File: src/rtl/cgra_iteration_tracker.sv
// cgra_iteration_tracker: array-side completion detector.
// Counts completed schedule iterations from pe_enable/context_pc/global_stall,
// waits out a pipeline-drain interval, then holds array_done_o until the
// control unit drops pe_enable. It also flags PC sequencing errors (sticky).
// Optional build macro CGRA_ITER_STALL_STATS_EN enables the stall-cycle
// counter. Without it, stall_count_o is tied to zero.
//
//   state | meaning
//   IDLE  | waiting for pe_enable with the array out of soft reset
//   RUN   | schedule executing; beats checked and iterations counted
//   DRAIN | final iteration issued; counting unstalled drain cycles
//   DONE  | array_done_o high until pe_enable drops
module cgra_iteration_tracker #(
  parameter int CONTEXT_DEPTH = 16,
  parameter int PC_WIDTH      = 4
) (
  input  logic                clk,
  input  logic                rst,
  input  logic                pe_enable_i,
  input  logic                pe_reset_n_i,
  input  logic                global_stall_i,
  input  logic [PC_WIDTH-1:0] context_pc_i,
  input  logic [PC_WIDTH-1:0] cfg_last_pc_i,
  input  logic [31:0]         cfg_iterations_i,
  input  logic [7:0]          cfg_drain_cycles_i,
  output logic                array_done_o,
  output logic [31:0]         iter_count_o,
  output logic                pc_error_o,
  output logic [31:0]         stall_count_o
);

  typedef enum logic [1:0] {IDLE, RUN, DRAIN, DONE} state_t;

  state_t                state_q, state_d;
  logic [PC_WIDTH-1:0]   exp_pc_q, exp_pc_d;
  logic [7:0]            drain_q, drain_d;
  logic [PC_WIDTH-1:0]   last_pc_q, last_pc_d;
  logic [31:0]           iter_cfg_q, iter_cfg_d;
  logic [7:0]            drain_cfg_q, drain_cfg_d;
  logic [31:0]           iter_q, iter_d;
  logic                  err_q, err_d;

  // The start cycle runs as a RUN cycle against live cfg and freshly
  // cleared counters, so every RUN-path input is muxed on start.
  logic                  start;
  logic [PC_WIDTH-1:0]   eff_last_pc, eff_exp_pc, pc_next;
  logic [31:0]           eff_iter_cfg, eff_iter, iter_inc;
  logic [7:0]            eff_drain_cfg;
  logic                  eff_err, beat, end_beat, last_pc_ok;

  assign start         = (state_q == IDLE) && pe_enable_i && pe_reset_n_i;
  assign eff_last_pc   = start ? cfg_last_pc_i      : last_pc_q;
  assign eff_iter_cfg  = start ? cfg_iterations_i   : iter_cfg_q;
  assign eff_drain_cfg = start ? cfg_drain_cycles_i : drain_cfg_q;
  assign eff_exp_pc    = start ? '0                 : exp_pc_q;
  assign eff_iter      = start ? '0                 : iter_q;
  assign eff_err       = start ? 1'b0               : err_q;

  assign beat     = pe_enable_i && pe_reset_n_i && !global_stall_i;
  assign end_beat = beat && last_pc_ok && (context_pc_i == eff_last_pc);
  assign iter_inc = (eff_iter == 32'hFFFF_FFFF) ? eff_iter : eff_iter + 32'd1;
  assign pc_next  = (context_pc_i == PC_WIDTH'(CONTEXT_DEPTH - 1)) ? '0
                                                                   : context_pc_i + PC_WIDTH'(1);

  // An out-of-range last-slot setting can never match, so the run never completes.
  if (CONTEXT_DEPTH >= (1 << PC_WIDTH)) begin : g_full_range
    assign last_pc_ok = 1'b1;
  end else begin : g_part_range
    assign last_pc_ok = (eff_last_pc < PC_WIDTH'(CONTEXT_DEPTH));
  end

  // State and datapath register.
  always_ff @(posedge clk or posedge rst) begin
    if (rst) begin
      state_q     <= IDLE;
      exp_pc_q    <= '0;
      drain_q     <= '0;
      last_pc_q   <= '0;
      iter_cfg_q  <= '0;
      drain_cfg_q <= '0;
      iter_q      <= '0;
      err_q       <= 1'b0;
    end else begin
      state_q     <= state_d;
      exp_pc_q    <= exp_pc_d;
      drain_q     <= drain_d;
      last_pc_q   <= last_pc_d;
      iter_cfg_q  <= iter_cfg_d;
      drain_cfg_q <= drain_cfg_d;
      iter_q      <= iter_d;
      err_q       <= err_d;
    end
  end

  // Next-state and datapath update.
  always_comb begin
    state_d     = state_q;
    exp_pc_d    = exp_pc_q;
    drain_d     = drain_q;
    last_pc_d   = last_pc_q;
    iter_cfg_d  = iter_cfg_q;
    drain_cfg_d = drain_cfg_q;
    iter_d      = iter_q;
    err_d       = err_q;
    if (!pe_reset_n_i) begin
      state_d     = IDLE;
      exp_pc_d    = '0;
      drain_d     = '0;
      last_pc_d   = '0;
      iter_cfg_d  = '0;
      drain_cfg_d = '0;
      iter_d      = '0;
      err_d       = 1'b0;
    end else begin
      case (state_q)
        IDLE, RUN: begin
          if (!pe_enable_i) begin
            state_d = IDLE;
          end else begin
            state_d     = RUN;
            last_pc_d   = eff_last_pc;
            iter_cfg_d  = eff_iter_cfg;
            drain_cfg_d = eff_drain_cfg;
            exp_pc_d    = eff_exp_pc;
            iter_d      = eff_iter;
            err_d       = eff_err;
            if (beat) begin
              if (context_pc_i != eff_exp_pc) err_d = 1'b1;
              exp_pc_d = pc_next;
            end
            if (end_beat) begin
              iter_d = iter_inc;
              if ((eff_iter_cfg != 32'd0) && (iter_inc == eff_iter_cfg)) begin
                if (eff_drain_cfg == 8'd0) begin
                  state_d = DONE;
                end else begin
                  state_d = DRAIN;
                  drain_d = eff_drain_cfg - 8'd1;
                end
              end
            end
          end
        end
        DRAIN: begin
          if (!pe_enable_i) begin
            state_d = IDLE;
          end else if (!global_stall_i) begin
            if (drain_q == 8'd0) state_d = DONE;
            else                 drain_d = drain_q - 8'd1;
          end
        end
        DONE: begin
          if (!pe_enable_i) state_d = IDLE;
        end
        default: state_d = IDLE;
      endcase
    end
  end

  assign array_done_o = (state_q == DONE);
  assign iter_count_o = iter_q;
  assign pc_error_o   = err_q;

`ifdef CGRA_ITER_STALL_STATS_EN
  logic [31:0] stall_q;

  // Saturating count of frozen cycles while the schedule is active.
  always_ff @(posedge clk or posedge rst) begin
    if (rst) begin
      stall_q <= '0;
    end else if (!pe_reset_n_i || start) begin
      stall_q <= '0;
    end else if (((state_q == RUN) || (state_q == DRAIN)) && global_stall_i &&
                 (stall_q != 32'hFFFF_FFFF)) begin
      stall_q <= stall_q + 32'd1;
    end
  end

  assign stall_count_o = stall_q;
`else
  assign stall_count_o = 32'd0;
`endif

endmodule

File: config.mk
export PLATFORM = sky130hd
export DESIGN_NAME = cgra_iteration_tracker
export DESIGN_NICKNAME = d
export VERILOG_FILES = /design/src/rtl/cgra_iteration_tracker.sv
export SDC_FILE = /design/constraint.sdc
export NUM_CORES = 1
export LEC_CHECK = 0
export CELL_PAD_IN_SITES_DETAIL_PLACEMENT = 1
export CELL_PAD_IN_SITES_GLOBAL_PLACEMENT = 1
export CORE_ASPECT_RATIO = 1.4
export CORE_MARGIN = 8
export CORE_UTILIZATION = 52
export CTS_BUF_LIST = sky130_fd_sc_hd__clkbuf_8 sky130_fd_sc_hd__clkbuf_16
export CTS_CLUSTER_DIAMETER = 40
export CTS_CLUSTER_SIZE = 30
export DETAILED_ROUTE_END_ITERATION = 10
export DONT_BUFFER_PORTS = 1
export PLACE_DENSITY = 0.87
export RECOVER_POWER = 25
export SLEW_MARGIN = 20
export SYNTH_ARGS = -nofsm -noshare
export SYNTH_HDL_FRONTEND = slang
export SYNTH_SLANG_ARGS = --single-unit
export TNS_END_PERCENT = 30
File: constraint.sdc
create_clock -name clk -period 12 [get_ports clk]
set_input_delay 0.6 -clock clk [delete_from_list [all_inputs] [get_ports clk]]
set_output_delay 0.6 -clock clk [all_outputs]
set_load 0.05 [all_outputs]
==> results by group <==
Setup path
  – Worst R2R End: drain_q[4]$_DFFE_PP0P_
  – R2R Setup Slk: 6.17 ns
  – R2r worst-path depth: 15
  – Startpoint types: register
  – Crit-path cells: buf_4 > nand4bb_2 > buf_4 > and2_1 > ha_1 > and3_1 > and4_1 > and4_1 > mux2i_1 > mux2i_1 > a2111oi_0 > and4_1 > a31oi_1 > or3_1 > o2bb2ai_1
  – CP dominant cell by count: and4_1
  – CP required: 12.26 ns
  – R2R Path Start: state_q[0]$_DFFE_PP0P_
  – Worst Path Max Fanout: 38
  – Setup CP Type: register to register
  – Crit path capture type: register
  – Worst path slowest cell: and4_1
  – Worst Path Arrival: 6.09 ns
  – Crit-path max cell delay: 0.78 ns

CTS
  – Max clock buf depth: 2
  – Clock Latency Late Sink: 0.35 ns
  – Setup Buffers After CTS: 0
  – Clock Sinks: 91
  – Post-CTS resize count: 0
  – Clock slew at reported path FFs: 0.07 ns
  – Hold-fix buffers, CTS: 0
  – CTS tree: yes
  – # H-tree levels: 3
  – Root buf cell: clkbuf_16
  – Total CTS buffers: 9

Synth
  – Synth cell types: 66
  – EDFF count, synth: 0
  – Syn. warnings: 0
  – Syn avg cell area: 7.95 um2
  – Synth area leaders: dfrtp_1 32%, nand2_1 6.4%, o21ai_0 5.0%, a22o_1 4.7%, xnor2_1 4.6%
  – Largest area contributor in the netlist: dfrtp_1
  – Post-synthesis sequential area ratio: 32.0%
  – Most frequent cell after synthesis: nand2_1
  – Commonest cells post-synth: 122 x nand2_1, 91 x dfrtp_1, 71 x o21ai_0
  – Post-synth top area share: 32.0%
  – Synth Register Bits: 91
  – Ys async rst share: 100%
  – Mapped Cells: 895
  – Cell area after synthesis: 7110 um2
  – Main synth FF type: dfrtp_1

Status
  – Violated checks: max-capacitance violations, max-slew violations
  – Status: finished, violations left

Hold path
  – Hold/Removal Path Class: primary input to register
  – Worst Hold Depth: 1
  – Hold EP: exp_pc_q[2]$_DFFE_PP0P_
  – Hold path startpoint: global_stall_i

Drt
  – Via density: 7.12
  – DRT Pass-1 Iters: 5
  – Drt wl/cell: 30.0 um
  – Antenna viol nets, final: 0
  – # DRC: 0
  – Initial DRC count: 817
  – Routed WL: 31000 um
  – Routed vias: 7345

Die
  – Ports: 119
  – Core Rows: 50
  – Die span in x: 115 um
  – Initial core utilization: 53.1%
  – DIE HEIGHT: 154 um
  – Core ar.: 13400 um2
  – Full die area: 17700 um2

Timing
  – Tmin final: 5.83 ns
  – Fmax: 0.171 GHz
  – Fin. max-slew vios: 92
  – Final hold vios: 0
  – Unrepaired setup endpoints after global routing: no
  – Slew HR: -242%
  – Final critical-path share of the clock period: 48.6%
  – Final setup fails: 0
  – Worst-Margin Slew: 5.13 ns
  – Sum Neg Setup Slack: 0 ns
  – Worst Skew: 0.00957 ns

Finish
  – Layout Nets: 902
  – Multi-input logic area: 4360 um2
  – Share of cells above drive strength 1: 4.71%
  – Filler instances: 1681
  – Finished Core Util: 54.5%
  – Area Overhead vs Synth: 2.64%
  – Final antenna diode count: 0
  – Sequential cell area: 2280 um2

GRT
  – Largest net degree at the start of global routing: 92
  – First-pass GRT wire length: 46800 um
  – Global route overflow: 0
  – Vias in the first global route: 7661
  – Initial antenna violation count: 0
  – Total track usage: 34.8%

Place
  – Buffers on Ports: 0
  – Final GP Congestion: 1.02
  – HPWL after DPL: 23400 um

Power and ir drop
  – Static Leak: 0.00292 uW
  – IR drop worst, VDD: 0.0000774 V
  – PwrDens: 108 nW/um2

Job
  – # Max-Cap Violations: 1
==> sequential cells by signal (all words and copies together), names as in the netlist <==
name and count:
pc_error_o 1, drain_cfg_q 8, iter_count_o 32, iter_cfg_q 32
state_q 2, last_pc_q 4, drain_q 8, exp_pc_q 4
==> layer usage <==
metal  GRT usage, %  share of wire [%]
met1           38.1                 35
met2           60.3                 51
met3           6.82                7.5
met4           20.8                6.6
met5              0                  0
==> final cells by class <==
| type | count | share of cell area [%] |
|---|---|---|
| clock inverters | 5 | 1.17 |
| well taps | 182 | 3.12 |
| flip-flops and latches | 91 | 31.2 |
| inverters | 14 | 0.737 |
| clock buffers | 10 | 3.27 |
| repair buffers | 8 | 0.771 |
| multi-input cells | 722 | 59.7 |
==> metrics by stage <==
step | total power [uW] | hold WS (ns) | cell area, um2 | worst slack (ns) | instances
after floorplan | 444 | 0.446 | 7230 | 7.41 | 926
after detailed placement | 469 | 0.493 | 6980 | 6.34 | 1017
after global placement | 465 | 0.469 | 6980 | 6.68 | 1017
after CTS | 785 | 0.349 | 7300 | 6.32 | 1032
after global routing | 807 | 0.364 | 7300 | 5.97 | 1032
final | 786 | 0.347 | 7300 | 6.17 | 1032
==> worst max-delay path by stage <==
| stage | startpoint | slack [ns] | end |
|---|---|---|---|
| after floorplan | pe_reset_n_i | 7.41 | drain_q[7]$_DFFE_PP0P_ |
| after global placement | state_q[0]$_DFFE_PP0P_ | 6.68 | drain_q[7]$_DFFE_PP0P_ |
| after detailed placement | state_q[0]$_DFFE_PP0P_ | 6.34 | drain_q[4]$_DFFE_PP0P_ |
| after CTS | state_q[0]$_DFFE_PP0P_ | 6.32 | drain_q[4]$_DFFE_PP0P_ |
| after global routing | state_q[0]$_DFFE_PP0P_ | 5.97 | drain_q[4]$_DFFE_PP0P_ |
| final | state_q[0]$_DFFE_PP0P_ | 6.17 | drain_q[4]$_DFFE_PP0P_ |
==> layout by cell type, fill, tap and decap left out, types with 13 or more instances in the layout <==
master / count
dfrtp_1: 91
inv_1: 13
nand3_1: 29
nor4_1: 35
and3_1: 14
nor2_1: 50
a21oi_1: 64
a22o_1: 38
nor3_1: 26
nand4_1: 26
a31oi_1: 17
mux2i_1: 13
nand2_1: 121
xnor2_1: 37
o21ai_0: 71
conb_1: 32
xor2_1: 18
==> worst max-delay path: cells and delay by family, from the launching register on <==
family / cells / cell delay, ns
AO/OA/AOI/OAI: 3 / 0.80
adder cells (fa/ha/maj): 1 / 0.44
buffers and inverters: 2 / 0.80
flip-flops: 1 / 0.33
multiplexers: 2 / 0.42
AND/OR/NAND/NOR: 7 / 2.93
==> kinds of logic after synthesis <==
| logic type | count (synthesis) | share of synthesized area (%) |
|---|---|---|
| flip-flops | 91 | 32.0 |
| XOR/XNOR | 55 | 6.77 |
| buffers and inverters | 113 | 8.46 |
| AND/OR/NAND/NOR | 372 | 27.7 |
| AO/OA/AOI/OAI | 247 | 22.6 |
| multiplexers | 13 | 1.83 |
| adder cells (fa/ha/maj) | 3 | 0.528 |
| other | 1 | 0.0527 |
==> power breakdown <==
group	switching [uW]	internal [uW]	total, uW
clock	131	188	319
sequential	13.4	316	330
combinational	96.4	41.3	138
total	240	546	786
No activity file was read; power rests on OpenSTA's default activity.
